===== config.mk =====
export PLATFORM = sky130hd
export DESIGN_NAME = uart_word_bridge
export DESIGN_NICKNAME = d
export VERILOG_FILES = /design/src/rtl/uart_word_bridge.sv
export SDC_FILE = /design/constraint.sdc
export NUM_CORES = 1
export LEC_CHECK = 0
export CELL_PAD_IN_SITES_DETAIL_PLACEMENT = 1
export CELL_PAD_IN_SITES_GLOBAL_PLACEMENT = 2
export CORE_MARGIN = 4
export CORE_UTILIZATION = 40
export CTS_BUF_LIST = sky130_fd_sc_hd__clkbuf_16
export CTS_CLUSTER_SIZE = 25
export DETAILED_ROUTE_END_ITERATION = 10
export GPL_TIMING_DRIVEN = 0
export HOLD_SLACK_MARGIN = 0.02
export PLACE_DENSITY = 0.8
export SLEW_MARGIN = 20
export SYNTH_ARGS = -nofsm -noshare
export SYNTH_HDL_FRONTEND = slang
export SYNTH_SLANG_ARGS = --single-unit
export TNS_END_PERCENT = 20

===== constraint.sdc =====
create_clock -name clk -period 5.36 [get_ports clk]
set_clock_uncertainty 0.05 [all_clocks]
set_input_delay 0.536 -clock clk [delete_from_list [all_inputs] [get_ports clk]]
set_output_delay 0.536 -clock clk [all_outputs]
set_load 0.05 [all_outputs]

===== src/rtl/uart_word_bridge.sv =====
// -----------------------------------------------------------------------------
// uart_word_bridge
//
// Host-side serial bridge for the RF block, entirely on the RF clock domain.
//   RX half: UART bytes from the host are packed big-endian into 32-bit words
//            and offered on a valid/ready word port.
//   TX half: bytes taken from a valid/ready byte port are serialised onto
//            uart_tx.
//
// Parameters:
//   CLKS_PER_BIT  clock cycles per UART bit (>= 4)
//   TIMEOUT_BITS  idle bit-times after which a partial word is discarded
//
// Ports:
//   clk, rst          clock, asynchronous active-high reset
//   uart_rx           serial input (asynchronous, idle high)
//   uart_tx           serial output (idle high)
//   byte_in_*         byte source for the transmitter (ready = TX idle)
//   word_out_*        assembled word towards the RF controller
//   frame_err         1-cycle pulse: bad stop bit (or bad parity)
//   overrun           1-cycle pulse: received byte dropped, word path full
//
// Build option:
//   UART_BRIDGE_PARITY_EN  when defined, an even-parity bit follows bit 7 on
//                          TX and is checked on RX (8E1). Otherwise 8N1.
// -----------------------------------------------------------------------------
module uart_word_bridge #(
  parameter int CLKS_PER_BIT = 868,
  parameter int TIMEOUT_BITS = 40
) (
  input  logic        clk,
  input  logic        rst,
  input  logic        uart_rx,
  output logic        uart_tx,
  input  logic [7:0]  byte_in_data,
  input  logic        byte_in_valid,
  output logic        byte_in_ready,
  output logic [31:0] word_out_data,
  output logic        word_out_valid,
  input  logic        word_out_ready,
  output logic        frame_err,
  output logic        overrun
);

  localparam int CW = $clog2(CLKS_PER_BIT);
  localparam int TW = $clog2(TIMEOUT_BITS + 1);
  localparam logic [CW-1:0] BIT_LAST  = CW'(CLKS_PER_BIT - 1);
  localparam logic [CW-1:0] HALF_LAST = CW'(CLKS_PER_BIT / 2 - 1);
  localparam logic [TW-1:0] TO_LIMIT  = TW'(TIMEOUT_BITS);

`ifdef UART_BRIDGE_PARITY_EN
  // Even parity: the parity bit makes the total count of ones even.
  function automatic logic even_parity(input logic [7:0] b);
    return ^b;
  endfunction
`endif

  typedef enum logic [2:0] {
    ST_IDLE   = 3'd0,
    ST_START  = 3'd1,
    ST_DATA   = 3'd2,
`ifdef UART_BRIDGE_PARITY_EN
    ST_PARITY = 3'd4,
`endif
    ST_STOP   = 3'd3
  } uart_state_t;

  // ---------------------------------------------------------------------------
  // Transmitter
  // ---------------------------------------------------------------------------
  uart_state_t     tx_state_q, tx_state_d;
  logic [CW-1:0]   tx_cnt_q, tx_cnt_d;
  logic [2:0]      tx_bit_q, tx_bit_d;
  logic [7:0]      tx_byte_q, tx_byte_d;
  logic            tx_q, tx_d;
  logic            tx_ready_q, tx_ready_d;

  // TX state register plus bit timer, bit index and latched byte.
  always_ff @(posedge clk or posedge rst) begin
    if (rst) begin
      tx_state_q <= ST_IDLE;
      tx_cnt_q   <= '0;
      tx_bit_q   <= 3'd0;
      tx_byte_q  <= 8'h00;
      tx_q       <= 1'b1;
      tx_ready_q <= 1'b1;
    end else begin
      tx_state_q <= tx_state_d;
      tx_cnt_q   <= tx_cnt_d;
      tx_bit_q   <= tx_bit_d;
      tx_byte_q  <= tx_byte_d;
      tx_q       <= tx_d;
      tx_ready_q <= tx_ready_d;
    end
  end

  // TX next-state: every non-idle state lasts exactly CLKS_PER_BIT cycles.
  always_comb begin
    tx_state_d = tx_state_q;
    tx_cnt_d   = tx_cnt_q + 1'b1;
    tx_bit_d   = tx_bit_q;
    tx_byte_d  = tx_byte_q;
    case (tx_state_q)
      ST_IDLE: begin
        tx_cnt_d = '0;
        tx_bit_d = 3'd0;
        if (byte_in_valid) begin
          tx_state_d = ST_START;
          tx_byte_d  = byte_in_data;
        end else begin
          tx_state_d = ST_IDLE;
        end
      end
      ST_START: begin
        if (tx_cnt_q == BIT_LAST) begin
          tx_cnt_d   = '0;
          tx_state_d = ST_DATA;
        end else begin
          tx_state_d = ST_START;
        end
      end
      ST_DATA: begin
        if (tx_cnt_q == BIT_LAST) begin
          tx_cnt_d = '0;
          tx_bit_d = tx_bit_q + 1'b1;
          if (tx_bit_q == 3'd7) begin
`ifdef UART_BRIDGE_PARITY_EN
            tx_state_d = ST_PARITY;
`else
            tx_state_d = ST_STOP;
`endif
          end else begin
            tx_state_d = ST_DATA;
          end
        end else begin
          tx_state_d = ST_DATA;
        end
      end
`ifdef UART_BRIDGE_PARITY_EN
      ST_PARITY: begin
        if (tx_cnt_q == BIT_LAST) begin
          tx_cnt_d   = '0;
          tx_state_d = ST_STOP;
        end else begin
          tx_state_d = ST_PARITY;
        end
      end
`endif
      ST_STOP: begin
        if (tx_cnt_q == BIT_LAST) begin
          tx_cnt_d   = '0;
          tx_state_d = ST_IDLE;
        end else begin
          tx_state_d = ST_STOP;
        end
      end
      default: begin
        tx_cnt_d   = '0;
        tx_state_d = ST_IDLE;
      end
    endcase
  end

  // TX outputs, decoded from the next state so the line and ready are registered.
  always_comb begin
    tx_d       = 1'b1;
    tx_ready_d = (tx_state_d == ST_IDLE);
    case (tx_state_d)
      ST_START:  tx_d = 1'b0;
      ST_DATA:   tx_d = tx_byte_d[tx_bit_d];
`ifdef UART_BRIDGE_PARITY_EN
      ST_PARITY: tx_d = even_parity(tx_byte_d);
`endif
      default:   tx_d = 1'b1;
    endcase
  end

  // ---------------------------------------------------------------------------
  // Receiver
  // ---------------------------------------------------------------------------
  logic            rx_s1_q, rx_s2_q, rx_s3_q;
  logic            rx_fall_s;
  uart_state_t     rx_state_q, rx_state_d;
  logic [CW-1:0]   rx_cnt_q, rx_cnt_d;
  logic [2:0]      rx_bit_q, rx_bit_d;
  logic [7:0]      rx_shift_q, rx_shift_d;
  logic            rx_perr_q, rx_perr_d;
  logic            rx_byte_ok_s, rx_ferr_s;

  // Two-flop synchroniser; the third flop only feeds falling-edge detection.
  always_ff @(posedge clk or posedge rst) begin
    if (rst) begin
      rx_s1_q <= 1'b1;
      rx_s2_q <= 1'b1;
      rx_s3_q <= 1'b1;
    end else begin
      rx_s1_q <= uart_rx;
      rx_s2_q <= rx_s1_q;
      rx_s3_q <= rx_s2_q;
    end
  end

  // A frame-error byte leaves the line low, so no new edge appears until it
  // has gone high again: this is what re-arms the receiver.
  assign rx_fall_s = rx_s3_q & ~rx_s2_q;

  // RX state register plus sample timer, bit index, shifter and parity flag.
  always_ff @(posedge clk or posedge rst) begin
    if (rst) begin
      rx_state_q <= ST_IDLE;
      rx_cnt_q   <= '0;
      rx_bit_q   <= 3'd0;
      rx_shift_q <= 8'h00;
      rx_perr_q  <= 1'b0;
    end else begin
      rx_state_q <= rx_state_d;
      rx_cnt_q   <= rx_cnt_d;
      rx_bit_q   <= rx_bit_d;
      rx_shift_q <= rx_shift_d;
      rx_perr_q  <= rx_perr_d;
    end
  end

  // RX next-state: mid-start check after half a bit, then one sample per bit.
  always_comb begin
    rx_state_d = rx_state_q;
    rx_cnt_d   = rx_cnt_q + 1'b1;
    rx_bit_d   = rx_bit_q;
    rx_shift_d = rx_shift_q;
    rx_perr_d  = rx_perr_q;
    case (rx_state_q)
      ST_IDLE: begin
        rx_cnt_d  = '0;
        rx_bit_d  = 3'd0;
        rx_perr_d = 1'b0;
        if (rx_fall_s) begin
          rx_state_d = ST_START;
        end else begin
          rx_state_d = ST_IDLE;
        end
      end
      ST_START: begin
        if (rx_cnt_q == HALF_LAST) begin
          rx_cnt_d = '0;
          // Line already high again: a glitch, not a start bit.
          if (rx_s2_q) begin
            rx_state_d = ST_IDLE;
          end else begin
            rx_state_d = ST_DATA;
          end
        end else begin
          rx_state_d = ST_START;
        end
      end
      ST_DATA: begin
        if (rx_cnt_q == BIT_LAST) begin
          rx_cnt_d   = '0;
          rx_shift_d = {rx_s2_q, rx_shift_q[7:1]};
          rx_bit_d   = rx_bit_q + 1'b1;
          if (rx_bit_q == 3'd7) begin
`ifdef UART_BRIDGE_PARITY_EN
            rx_state_d = ST_PARITY;
`else
            rx_state_d = ST_STOP;
`endif
          end else begin
            rx_state_d = ST_DATA;
          end
        end else begin
          rx_state_d = ST_DATA;
        end
      end
`ifdef UART_BRIDGE_PARITY_EN
      ST_PARITY: begin
        if (rx_cnt_q == BIT_LAST) begin
          rx_cnt_d   = '0;
          rx_perr_d  = rx_s2_q ^ even_parity(rx_shift_q);
          rx_state_d = ST_STOP;
        end else begin
          rx_state_d = ST_PARITY;
        end
      end
`endif
      ST_STOP: begin
        if (rx_cnt_q == BIT_LAST) begin
          rx_cnt_d   = '0;
          rx_state_d = ST_IDLE;
        end else begin
          rx_state_d = ST_STOP;
        end
      end
      default: begin
        rx_cnt_d   = '0;
        rx_state_d = ST_IDLE;
      end
    endcase
  end

  // RX outputs: byte-complete or frame-error strobe at the stop sample.
  always_comb begin
    rx_byte_ok_s = 1'b0;
    rx_ferr_s    = 1'b0;
    if ((rx_state_q == ST_STOP) && (rx_cnt_q == BIT_LAST)) begin
      if (rx_s2_q && !rx_perr_q) begin
        rx_byte_ok_s = 1'b1;
      end else begin
        rx_ferr_s = 1'b1;
      end
    end else begin
      rx_byte_ok_s = 1'b0;
    end
  end

  // ---------------------------------------------------------------------------
  // Word assembly, output register and partial-word timeout
  // ---------------------------------------------------------------------------
  logic [31:0]   asm_q, asm_d;
  logic [1:0]    cnt_q, cnt_d;
  logic          held_q, held_d;
  logic [31:0]   out_data_q, out_data_d;
  logic          out_valid_q, out_valid_d;
  logic          ferr_q, ovr_q, ovr_d;
  logic [CW-1:0] to_clk_q, to_clk_d;
  logic [TW-1:0] to_bits_q, to_bits_d;
  logic          to_run_s, to_expired_s;
  logic [31:0]   word_full_s;

  // Word path and timeout registers.
  always_ff @(posedge clk or posedge rst) begin
    if (rst) begin
      asm_q       <= 32'h0;
      cnt_q       <= 2'd0;
      held_q      <= 1'b0;
      out_data_q  <= 32'h0;
      out_valid_q <= 1'b0;
      ferr_q      <= 1'b0;
      ovr_q       <= 1'b0;
      to_clk_q    <= '0;
      to_bits_q   <= '0;
    end else begin
      asm_q       <= asm_d;
      cnt_q       <= cnt_d;
      held_q      <= held_d;
      out_data_q  <= out_data_d;
      out_valid_q <= out_valid_d;
      ferr_q      <= rx_ferr_s;
      ovr_q       <= ovr_d;
      to_clk_q    <= to_clk_d;
      to_bits_q   <= to_bits_d;
    end
  end

  // A held (complete) word must never time out, only a partial one.
  assign to_run_s     = (cnt_q != 2'd0) && !held_q && (rx_state_q == ST_IDLE);
  assign to_expired_s = to_run_s && (to_bits_q == TO_LIMIT);
  assign word_full_s  = {asm_q[31:8], rx_shift_q};

  // Bit-time counter; cleared whenever it is not running (any start bit).
  always_comb begin
    if (!to_run_s || to_expired_s) begin
      to_clk_d  = '0;
      to_bits_d = '0;
    end else if (to_clk_q == BIT_LAST) begin
      to_clk_d  = '0;
      to_bits_d = to_bits_q + 1'b1;
    end else begin
      to_clk_d  = to_clk_q + 1'b1;
      to_bits_d = to_bits_q;
    end
  end

  // Byte packing, output register load/hold and overrun detection.
  always_comb begin
    asm_d      = asm_q;
    cnt_d      = cnt_q;
    held_d     = held_q;
    out_data_d = out_data_q;
    ovr_d      = 1'b0;
    if (out_valid_q && word_out_ready) begin
      out_valid_d = 1'b0;
    end else begin
      out_valid_d = out_valid_q;
    end

    if (held_q) begin
      // Held word moves one cycle after the handshake has emptied the register.
      if (!out_valid_q) begin
        out_data_d  = asm_q;
        out_valid_d = 1'b1;
        held_d      = 1'b0;
        cnt_d       = 2'd0;
      end else begin
        held_d = 1'b1;
      end
      ovr_d = rx_byte_ok_s;
    end else if (rx_byte_ok_s) begin
      if (cnt_q == 2'd3) begin
        if (!out_valid_q || word_out_ready) begin
          out_data_d  = word_full_s;
          out_valid_d = 1'b1;
          cnt_d       = 2'd0;
        end else begin
          asm_d  = word_full_s;
          held_d = 1'b1;
        end
      end else begin
        case (cnt_q)
          2'd0:    asm_d[31:24] = rx_shift_q;
          2'd1:    asm_d[23:16] = rx_shift_q;
          2'd2:    asm_d[15:8]  = rx_shift_q;
          default: asm_d        = asm_q;
        endcase
        cnt_d = cnt_q + 1'b1;
      end
    end else if (to_expired_s) begin
      cnt_d = 2'd0;
    end else begin
      cnt_d = cnt_q;
    end
  end

  assign uart_tx        = tx_q;
  assign byte_in_ready  = tx_ready_q;
  assign word_out_data  = out_data_q;
  assign word_out_valid = out_valid_q;
  assign frame_err      = ferr_q;
  assign overrun        = ovr_q;

endmodule


==> flow_summary.ini <==
[outcome]
outcome = finished, final reports clean

[global_routing]
grt_pass1_vias = 4160
grt_overflow = 0
grt.total_usage_pct = 15.7
grt_max_degree = 109
grt_pass1_wl_um = 21800
antenna_found_initial = 0

[logic_synthesis]
synth_edf_count = 0
synthFlopType = dfrtp_1
synth-simple-area-share_pct = 12.8
syn_inst = 479
syn_area_sq_um = 6100
ys_warn_count = 0
yosysSeqAreaShare_pct = 56.3
synth_xor_area_share_pct = 4.31
synth_top_family_by_area = multiplexers
synth.distinct_cells = 56
synth_fa_ha_area_share_pct = 2.87
synth-compound-area-share_pct = 3.73
synth_nets = 506
synth-seq-cells = 137
muxShareOfSynthArea_pct = 17.4
postSynthAreaPerCell_sq_um = 12.7
async_reset_ff_share_pct = 100

[timing]
timing.final.hold_violations = 0
holdWs_ps = 303
setup_viol = 0
drv_slew = 0
min_period_over_period_pct = 52.3
rsz0062_at_grt = no
slew_headroom_pct = 46.1
period_minus_slack_ps = 2800
worst_slack_ps = 2560
worst_slew_pin_slew_ps = 809
tns_ps = 0
max_clock_freq_mhz = 357

[critical_path]
critPathCaptureType = flip-flop
worstPathRequired_ps = 5610
crit_arrival_ps = 3060
critical_path.max_fanout = 10
crit_type = reg2reg
startpoint_type = flip-flop

[drt]
drc = 0
ant_nets = 0
dr.pass1.iters = 4
num_vias = 3841
drt_wl_total_um = 12500
wl_per_cell_um = 16.7
drt_iter0_markers = 129
via_per_inst = 5.16

[floorplan]
io_pins = 50
fp.dieH_um = 131
start_util_pct = 41.3
coreArea_sq_um = 14800
die_w_um = 131
fp-row-count = 44
die_area_sq_um = 17300

[pwr]
switchingPower_mw = 0.591
p_sw_share_pct = 24.3
combinationalPowerShare_pct = 7.2
power_density_nw_per_um2 = 328
clockPowerShare_pct = 45.9
p_seq_share_pct = 46.9
ir_drop_mv = 0.245
p_leak_nw = 3.44
total_power_mw = 2.43
p_int_mw = 1.84

[final_layout]
multi_input_area_sq_um = 2510
insertedDiodeCount = 0
drive_above_1_share_pct = 25.0
area.sequential_sq_um = 3430
area_delta_synth_final_pct = 21.6
utilization_pct = 50.2
layout.nets = 575
fill_cells = 1524

[placed_design]
place.gp.congestion = 0.764
io_buffers = 49
hpwl_um = 8630
place_ws_ps = 2310

[clock_network]
cts_tree = yes
htreeDepth = 4
cts_resized = 0
post_cts_buffers = 0
cts_made_buffers = 17
path_clk_slew_ps = 60
cts_root_buf = clkbuf_16
cts_hold_buf = 0
clock_latency_ps = 420
clockBufferDepth = 2
numClockSinks = 137

[job]
max_cap_viol_count = 0

[hold_path]
holdCritPathClass = reg2reg
==> critical path, stage by stage, from the launching register on <==
cell	delay, ps
dfrtp_1	440
or3b_1	380
or4b_1	540
buf_6	170
nor2_4	130
a21oi_1	130
a21oi_4	260
buf_6	210
mux2_2	360
==> metrics by stage <==
step,cells,area [sq um]
2_1_floorplan,479,6100
3_3_place_gp,712,6820
3_5_place_dp,713,6850
4_1_cts,744,7410
5_1_grt,744,7410
6_report,744,7410
==> cell families (layout without fill, tap and decap cells) <==
| group | count (synthesis) | count (layout) |
|---|---|---|
| xor+xnor | 30 | 30 |
| flops | 137 | 137 |
| compound gates | 31 | 31 |
| buf+inv | 29 | 110 |
| simple gates | 146 | 146 |
| fa+ha+maj | 14 | 14 |
| mux | 92 | 92 |
==> state kept, by name, summed over array words and instances (netlist names) <==
| signal | flops |
|---|---|
| rx_cnt_q | 10 |
| tx_byte_q | 8 |
| to_clk_q | 10 |
| rx_s3_q | 1 |
| byte_in_ready | 1 |
| rx_s2_q | 1 |
| word_out_valid | 1 |
| tx_bit_q | 3 |
| frame_err | 1 |
| tx_cnt_q | 10 |
| to_bits_q | 6 |
| rx_s1_q | 1 |
| word_out_data | 32 |
| held_q | 1 |
| rx_bit_q | 3 |
| uart_tx | 1 |
| asm_q | 32 |
| tx_state_q | 2 |
| overrun | 1 |
| cnt_q | 2 |
| rx_shift_q | 8 |
| rx_state_q | 2 |
==> cell usage in the layout (no fill, tap or decap), drive strengths merged, types with 7 or more instances in the layout <==
cell and count:
clkbuf 27, clkdlybuf4s50 49, dfrtp 132, ha 14
inv 17, mux2 89, nand2 23, nand3 15
nand4 7, nor2 55, nor2b 9, xnor2 12
xor2 18
==> layer usage <==
| layer | routed length, um | global-route usage (%) | vias up |
|---|---|---|---|
| li1 | - | - | 1812 |
| met1 | 5530 | 19.4 | 1959 |
| met2 | 6190 | 25.5 | 52 |
| met3 | 517 | 4.85 | 18 |
| met4 | 214 | 6.65 | 0 |
| met5 | 0 | 0 | - |
==> final timing paths <==
path	startpoint	end	slack, ps	depth (start not counted)
min reg2reg	rx_s1_q	rx_s2_q	300	0
max	rx_cnt_q[2]	word_out_data[26]	2560	8
max in group asynchronous	rst	rx_cnt_q[5]	4050	3
max reg2reg	rx_cnt_q[2]	word_out_data[26]	2560	8
min	rx_s1_q	rx_s2_q	300	0
min in group asynchronous	rst	tx_byte_q[6]	420	2
==> cell type report <==
type | count | share of cell area [%]
sequential | 137 | 46.3
multi-input combinational | 313 | 33.8
timing repair buffer | 50 | 6.99
clock buffer | 17 | 5.74
tap | 184 | 3.11
clock inverter | 14 | 1.82
buffer | 15 | 1.38
inverter | 14 | 0.810
==> cell usage after synthesis (all sizes together) (2+ instances only) <==
library cell | number | share of area [%]
nor3 | 5 | 0.60
buf | 5 | 1.1
a21oi | 6 | 0.68
dfrtp | 132 | 54
a31oi | 6 | 0.62
dfstp | 5 | 2.2
nor2b | 9 | 0.92
a21o | 3 | 0.37
or3b | 2 | 0.29
mux2i | 3 | 0.49
or4b | 2 | 0.33
clkbuf | 10 | 0.62
and4 | 3 | 0.47
mux2 | 89 | 17
nor3b | 4 | 0.57
and3 | 4 | 0.41
xnor2 | 12 | 1.7
nand4b | 2 | 0.29
or4 | 2 | 0.25
nor4 | 2 | 0.21
nand4 | 7 | 0.72
nand3 | 15 | 1.2
xor2 | 18 | 2.6
o21ai | 3 | 0.25
ha | 14 | 2.9
a22o | 4 | 0.57
a221oi | 2 | 0.29
inv | 14 | 0.86
nor2 | 55 | 3.5
and2 | 3 | 0.31
nand2 | 23 | 1.5
==> power groups by stage <==
stage	combinational (mW)	clock [mW]	sequential, mW
2_1_floorplan	0.133	0	1.14
3_3_place_gp	0.168	0	1.16
3_5_place_dp	0.180	0	1.16
4_1_cts	0.181	1.15	1.14
5_1_grt	0.204	1.20	1.15
6_report	0.175	1.12	1.14
Power figures use the tool's default switching activity.
